===== src/rtl/result_accumulator_if.sv =====
// result_accumulator_if: sample-in / block-out handshake bundle for the result accumulator.
interface result_accumulator_if #(
    parameter int DATA_WIDTH  = 18,
    parameter int COUNT_WIDTH = 8
);
    localparam int ACC_WIDTH = 2 * DATA_WIDTH + COUNT_WIDTH;
    logic                    in_valid;
    logic [2*DATA_WIDTH-1:0] in_data;
    logic                    in_ready;
    logic                    out_valid;
    logic                    out_ready;
    logic [ACC_WIDTH-1:0]    out_sum;
    logic [COUNT_WIDTH-1:0]  out_count;
    modport master (output in_valid, in_data, out_ready, input in_ready, out_valid, out_sum, out_count);
    modport slave  (input in_valid, in_data, out_ready, output in_ready, out_valid, out_sum, out_count);
endinterface


===== src/rtl/result_accumulator.sv =====
// result_accumulator: sums blocks of unsigned product samples and holds each block result until taken.
module result_accumulator #(
    parameter int DATA_WIDTH  = 18,
    parameter int COUNT_WIDTH = 8
) (
    input  logic                   clock,
    input  logic                   reset,
    input  logic                   clear,
    input  logic [COUNT_WIDTH-1:0] block_length,
    output logic                   busy,
    result_accumulator_if.slave    bus
);
    localparam int ACC_WIDTH = 2 * DATA_WIDTH + COUNT_WIDTH;
    typedef enum logic [1:0] {IDLE, ACCUM, HOLD} state_t;
    state_t                 state_q, state_d;
    logic [ACC_WIDTH-1:0]   acc_q, acc_d;
    logic [COUNT_WIDTH-1:0] cnt_q, cnt_d, len_q, len_d;
    logic                   out_valid_q, in_ready_q;
    logic                   accept;
    logic [ACC_WIDTH-1:0]   sample;
    always_comb begin
        accept  = bus.in_valid && in_ready_q && !clear;
        sample  = ACC_WIDTH'(bus.in_data);
        state_d = state_q;
        acc_d   = acc_q;
        cnt_d   = cnt_q;
        len_d   = len_q;
        if (clear) begin
            state_d = IDLE;
            acc_d   = '0;
            cnt_d   = '0;
        end else if (state_q == HOLD) begin
            state_d = bus.out_ready ? IDLE : HOLD;
        end else if (accept) begin
            // A zero length is treated as a single-sample block
            if (state_q == IDLE) begin
                len_d = (block_length == '0) ? COUNT_WIDTH'(1) : block_length;
                acc_d = sample;
                cnt_d = COUNT_WIDTH'(1);
            end else begin
                acc_d = acc_q + sample;
                cnt_d = cnt_q + COUNT_WIDTH'(1);
            end
            state_d = (cnt_d == len_d) ? HOLD : ACCUM;
        end
    end
    always_ff @(posedge clock or negedge reset) begin
        if (!reset) begin
            state_q     <= IDLE;
            acc_q       <= '0;
            cnt_q       <= '0;
            len_q       <= '0;
            out_valid_q <= 1'b0;
            in_ready_q  <= 1'b1;
        end else begin
            state_q     <= state_d;
            acc_q       <= acc_d;
            cnt_q       <= cnt_d;
            len_q       <= len_d;
            out_valid_q <= (state_d == HOLD);
            in_ready_q  <= (state_d != HOLD);
        end
    end
    // The accumulator itself is frozen in HOLD, so it doubles as the result register
    assign bus.out_sum   = acc_q;
    assign bus.out_count = cnt_q;
    assign bus.out_valid = out_valid_q;
    assign bus.in_ready  = in_ready_q;
    assign busy          = (state_q != IDLE);
endmodule


===== src/flat_wrapper.sv =====
// flat-port wrapper written by rule: the top's interface ports become plain ports
module result_accumulator_flat 
#(
    parameter int DATA_WIDTH  = 18,
    parameter int COUNT_WIDTH = 8
)
  (clock, reset, clear, block_length, busy, bus_in_valid, bus_in_data, bus_out_ready, bus_in_ready, bus_out_valid, bus_out_sum, bus_out_count);
  result_accumulator_if #(.DATA_WIDTH(DATA_WIDTH), .COUNT_WIDTH(COUNT_WIDTH)) bus_i ();
  input  logic clock;
  input  logic reset;
  input  logic clear;
  input  logic [COUNT_WIDTH-1:0] block_length;
  output logic busy;
  input wire logic [$bits(bus_i.in_valid)-1:0] bus_in_valid;
  input wire logic [$bits(bus_i.in_data)-1:0] bus_in_data;
  input wire logic [$bits(bus_i.out_ready)-1:0] bus_out_ready;
  output wire logic [$bits(bus_i.in_ready)-1:0] bus_in_ready;
  output wire logic [$bits(bus_i.out_valid)-1:0] bus_out_valid;
  output wire logic [$bits(bus_i.out_sum)-1:0] bus_out_sum;
  output wire logic [$bits(bus_i.out_count)-1:0] bus_out_count;
  assign bus_i.in_valid = bus_in_valid;
  assign bus_i.in_data = bus_in_data;
  assign bus_i.out_ready = bus_out_ready;
  assign bus_in_ready = bus_i.in_ready;
  assign bus_out_valid = bus_i.out_valid;
  assign bus_out_sum = bus_i.out_sum;
  assign bus_out_count = bus_i.out_count;
  result_accumulator #(.DATA_WIDTH(DATA_WIDTH), .COUNT_WIDTH(COUNT_WIDTH)) u_core (.clock(clock), .reset(reset), .clear(clear), .block_length(block_length), .busy(busy), .bus(bus_i));
endmodule

===== config.mk =====
export PLATFORM = sky130hd
export DESIGN_NAME = result_accumulator_flat
export DESIGN_NICKNAME = d
export VERILOG_FILES = /design/src/rtl/result_accumulator_if.sv /design/src/rtl/result_accumulator.sv /design/src/flat_wrapper.sv
export SDC_FILE = /design/constraint.sdc
export NUM_CORES = 1
export LEC_CHECK = 0
export ABC_AREA = 1
export CELL_PAD_IN_SITES_DETAIL_PLACEMENT = 1
export CELL_PAD_IN_SITES_GLOBAL_PLACEMENT = 2
export CORE_ASPECT_RATIO = 1.2
export CORE_MARGIN = 2
export CORE_UTILIZATION = 26
export DETAILED_ROUTE_END_ITERATION = 10
export PLACE_DENSITY_LB_ADDON = 0.1
export SYNTH_ARGS = -nofsm -noshare
export SYNTH_HDL_FRONTEND = slang
export SYNTH_SLANG_ARGS = --single-unit

===== constraint.sdc =====
create_clock -name clock -period 1.9 [get_ports clock]
set_input_delay 0.19 -clock clock [delete_from_list [all_inputs] [get_ports clock]]
set_output_delay 0.19 -clock clock [all_outputs]
set_load 0.1 [all_outputs]

# ---- Yosys cells after proc, flatten, opt, wreduce, memory -nomap -nowiden
# Cells that the tools add are included.
dict set report word_totals {
  inputBits 49
  register_bits 64
  output_inout_bits 55
  word_cells 45
}
dict set report classes {
  add_sub_neg 2
  n_mux 21
  bitwise_logic 2
  n_reduce_logical 9
  eq_ne 5
}
# cell count
set ops {}
lappend ops {{2-to-1 mux 44 bit} 4}
lappend ops {{2-to-1 mux 8 bit} 12}
lappend ops {{adder 44 x 36 -> 44 bit} 1}
lappend ops {{2-to-1 mux 2 bit} 5}
lappend ops {{adder 8 x 1 -> 8 bit, second input constant} 1}
lappend ops {{== test 8 bit} 1}
lappend ops {{zero test 8 bit} 1}
lappend ops {{== test 2 bit, second input constant} 2}
lappend ops {{!= test 2 bit, second input constant} 2}
lappend ops {{nonzero test 2 bit} 2}
lappend ops {{AND reduction 3 bit} 1}
lappend ops {{logical AND 1 bit} 2}
lappend ops {{zero test 2 bit} 1}
lappend ops {{NOT 1 bit} 2}
lappend ops {{AND reduction 2 bit} 1}
lappend ops {{zero test 1 bit} 1}

# ---- Longest topological paths before layout
# Gate-level depths: netlist of the first run.
dict set report depth {
  depth_word 12
  depth_mapped 16
}

# ---- Least setup slack after synthesis of the first run
# No wires, ideal clock.
dict set report synth_path {
  kind {reg-to-reg}
  from {reg u_core.acc_q[0] (netlist: u_core.bus.out_sum[0])}
  to {reg u_core.acc_q[24] (netlist: u_core.bus.out_sum[24])}
  t_arrival_ns 2.595
  path_stages_with_launch 14
  path_slack_ns -0.815
  period_less_slack_ns 2.715
  path_cell_list {dfrtp_1 > ha_1 > inv_1 > fa_1 > inv_1 > nand3_1 > nand3_1 > a21oi_1 > o21ai_2 > nand2_1 > nand3_1 > nand3_1 > nand2_1 > nand2_1}
}
dict set report synth_between {
  elab_chain_cells 5
}
# item line
set synth_lines {}
lappend synth_lines {{start, declared} result_accumulator.sv:16} ;# logic [ACC_WIDTH-1:0] acc_q, acc_d;
lappend synth_lines {{start signal, assigned} result_accumulator.sv:50} ;# acc_q <= '0;
lappend synth_lines {{start signal, assigned} result_accumulator.sv:57} ;# acc_q <= acc_d;
lappend synth_lines {{adder 44 x 36 -> 44 bit} result_accumulator.sv:41} ;# acc_d = acc_q + sample;
lappend synth_lines {{2-to-1 mux 44 bit} result_accumulator.sv:36} ;# if (state_q == IDLE) begin
lappend synth_lines {{2-to-1 mux 44 bit} result_accumulator.sv:34} ;# end else if (accept) begin
lappend synth_lines {{2-to-1 mux 44 bit} result_accumulator.sv:32} ;# end else if (state_q == HOLD) begin
lappend synth_lines {{2-to-1 mux 44 bit} result_accumulator.sv:28} ;# if (clear) begin
# No other way between the ends. The select of a mux whose other input is x is not followed.
# A chain may end at the register's enable or synchronous reset.

# ---- Worst setup path in the final report of the first run
dict set report layout_path {
  from {reg u_core.acc_q[0] (netlist: u_core.bus.out_sum[0])}
  to {reg u_core.acc_q[12] (netlist: u_core.bus.out_sum[12])}
}
# The elaborated chain is that of the path after synthesis.

==> run_results.csv, run 1 <==
group,metric,value,unit
synthesis,ys_ff_latch,64,
timing,relSlewSlack,0.687,
job,max-cap-violations,0,
die,fp.dieH,171,um
final_layout,drive_gt1_frac,0.540,
synthesis,ys_seq_area_frac,0.266,
critical_path,worstPathRequired,2.17,ns
clock_tree,cts-htree-levels,3,
synthesis,yosys_warnings,0,
critical_path,r2r_slack,-0.35,ns
critical_path,regToRegEndpoint,"u_core.bus.out_sum[12]",
status,status,"finished with violations",
final_layout,layout.nets,1428,
critical_path,slowest_delay,0.43,ns
hold_path,hp-class,"input port to async pin",
critical_path,worstSetupStartpointType,"register",
timing,setup_violations,39,
detailed_routing,firstDrtPassIters,4,
power_and_ir_drop,ir_worst_vdd,0.468,mV
global_routing,grt_pass1_vias,8423,
detailed_routing,ant_nets,0,
detailed_routing,routed_wl,31800,um
synthesis,syn_avg_cell_area,6.01,um2
timing,setup_ws,-0.348,ns
power_and_ir_drop,power.leakage,5.60,nW
detailed_routing,drt_iter0_markers,269,
final_layout,final_cell_mix,"249 x buf_4, 214 x nand2_1, 100 x nor2_1",
detailed_routing,wire_per_inst,19.1,um
timing,hold_violations,0,
clock_tree,cts.sinks,64,
final_layout,final_core_util,0.525,
critical_path,path_max_fanout,3,
final_layout,diodes,0,
power_and_ir_drop,power_density,679,nW/um2
die,chipWidth,143,um
timing,fin_crit_sh,1.18,
power_and_ir_drop,finalPower,8.19,mW
timing,fin_skew,0.0160,ns
placed_design,dp_hpwl,23100,um
critical_path,crit_type,"register to register",
placed_design,place_congestion,0.907,
final_layout,fillers,2760,
clock_tree,clkTransAtPathRegs,0.07,ns
detailed_routing,num_vias,8150,
critical_path,cp-end-kind,"register",
die,pin_count,104,
clock_tree,root_buffer,"clkbuf_16",
timing,slew_violations,0,
detailed_routing,vias_per_cell,4.91,
synthesis,async_flop_share,1.00,
global_routing,grt_pass1_wl,46000,um
synthesis,synth_edf_count,0,
timing,rsz0062_at_grt,"true",
synthesis,syn_inst,1004,
synthesis,syn-cell-area,6030,um2
global_routing,antenna_found_initial,0,
global_routing,grt_max_degree,33,
status,violations,"setup timing",
die,rows,61,
timing,fin_crit,2.25,ns
final_layout,final_common_cell,"buf_4",
clock_tree,cts_tree,"built",
global_routing,globalRouteTotalUtil,0.246,
clock_tree,cts_made_buffers,9,
final_layout,regArea,1760,um2
final_layout,multiInputGateArea,6210,um2
synthesis,syn-num-nets,1091,
critical_path,r2r_cells,13,
clock_tree,clock_path_buffers,2,
synthesis,ys.flop_type,"dfrtp_1",
critical_path,worstPathCellList,"ha_4 -> inv_2 -> fa_2 -> inv_2 -> nand3_2 -> nand3_4 -> nand2_2 -> o211ai_1 -> nand2_1 -> nand2_2 -> xor2_1 -> nor2_1 -> o21ai_1",
die,core,23000,um2
critical_path,crit_end,"u_core.bus.out_sum[12]",
timing,worst_pin_slew,0.470,ns
timing,max_freq,445,MHz
critical_path,crit_path_start,"u_core.bus.out_sum[0]",
global_routing,grt_overflow_total,0,
placed_design,io_buffers,103,
final_layout,area_growth,99.8,%
die,start_util,0.263,
clock_tree,insertion_delay,0.36,ns
detailed_routing,drc,0,
die,dieArea,24500,um2
critical_path,r2r-start,"u_core.bus.out_sum[0]",
critical_path,worst_ep_arrival_time,2.52,ns
synthesis,synth_cell_types,35,
critical_path,slowest_stage,"dfrtp_4",
final cells by class:
type                            instances  area share
Clock buffer                            9      0.0187
Clock inverter                          7     0.00851
Inverter                              105      0.0329
Multi-Input combinational cell        816       0.515
Sequential cell                        64       0.146
Tap cell                              315      0.0327
Timing Repair Buffer                  345       0.246
worst min-delay path by stage:
stage          start                      end  slack, ns  depth (start not counted)
6_report       reset     u_core.bus.out_valid       0.32                          2
5_1_grt        reset        u_core.state_q[1]       0.37                          2
4_1_cts        reset     u_core.bus.out_valid       0.34                          2
3_5_place_dp   reset     u_core.bus.out_valid       0.17                          1
3_3_place_gp   reset     u_core.bus.out_valid       0.17                          1
2_1_floorplan  reset  u_core.bus.out_count[2]      -0.11                          0
synthesized netlist by cell type (all sizes together), types with 2 or more instances:
cell type  count  area share
xnor2          4      0.0058
buf           16       0.015
clkbuf         3      0.0019
xor2          13       0.019
dfrtp         63        0.26
o21a           5      0.0062
o21bai         2      0.0025
nand4         16       0.017
nor3           5      0.0041
nor4           2      0.0021
ha            37       0.077
nand2        333        0.21
nor2         155       0.099
o22ai          8      0.0083
o21ai         90       0.077
nand3         85       0.070
nand3b         2      0.0025
inv          104       0.065
a21oi         54       0.045
cells by family (layout without fill, tap and decap cells):
kind of cell             after synthesis  count (layout)  share of synthesized area
AND/OR/NAND/NOR                      598             598                      0.403
AO/OA/AOI/OAI                        162             162                      0.143
buffers and inverters                124             466                     0.0823
flip-flops                            64              64                      0.266
adder cells (fa/ha/maj)               38              38                     0.0800
XOR/XNOR                              17              17                     0.0247
multiplexers                           1               1                    0.00166
flip-flops by register name, summed over array words and instances, names as in the netlist:
| signal | cells |
|---|---|
| u_core.bus.out_valid | 1 |
| u_core.bus.out_sum | 44 |
| u_core.state_q | 2 |
| u_core.bus.out_count | 8 |
| u_core.bus.in_ready | 1 |
| u_core.len_q | 8 |
power breakdown:
| part | switching (mW) | internal, mW |
|---|---|---|
| Combinational | 2.74 | 1.79 |
| Clock | 0.797 | 1.17 |
| Sequential | 0.130 | 1.57 |
timing repair:
item / CTS / global route
setup endpoints to repair: 40 / 46
gates resized for setup: 221 / 265
gates cloned: 0 / 0
pin swaps: 65 / 186
endpoints found under the hold margin: 12 / 0
hold buffers: 1 / 0
buffers inserted: 23 / 42
stage by stage:
step	instances	setup TNS, ns	worst slack [ns]	hold WS [ns]	cell area [um2]
after floorplan	1004	-2.34	-0.241	-0.106	6820
after global placement	1585	-17.71	-0.629	0.168	9430
after detailed placement	1585	-18.76	-0.636	0.168	9430
after CTS	1624	-4.17	-0.232	0.338	10700
after global routing	1661	-11.02	-0.470	0.366	12100
final	1661	-7.75	-0.348	0.322	12100
layer usage:
| metal | vias to the layer above | wire, um | track usage |
|---|---|---|---|
| li1 | 3933 | - | - |
| met2 | 144 | 16200 | 0.434 |
| met5 | - | 0 | 0 |
| met3 | 44 | 858 | 0.0229 |
| met1 | 4029 | 14000 | 0.321 |
| met4 | 0 | 742 | 0.0594 |
critical path, delay by kind of cell (launching register included):
| kind | cells | cell delay, ns |
|---|---|---|
| and+or+nand+nor | 6 | 0.61 |
| adders and majority gates | 2 | 0.52 |
| DFF | 1 | 0.43 |
| AOI/OAI and AO/OA | 2 | 0.33 |
| xor gates and xnor gates | 1 | 0.16 |
| buffers and inverters | 2 | 0.12 |
(Power assumes the default switching activity.)
==> run 2: changes to the inputs <==
- CTS_CLUSTER_DIAMETER: not set -> 40
==> results of run 2 <==
No change in the layout: final DEF, timing and power equal those of run 1.
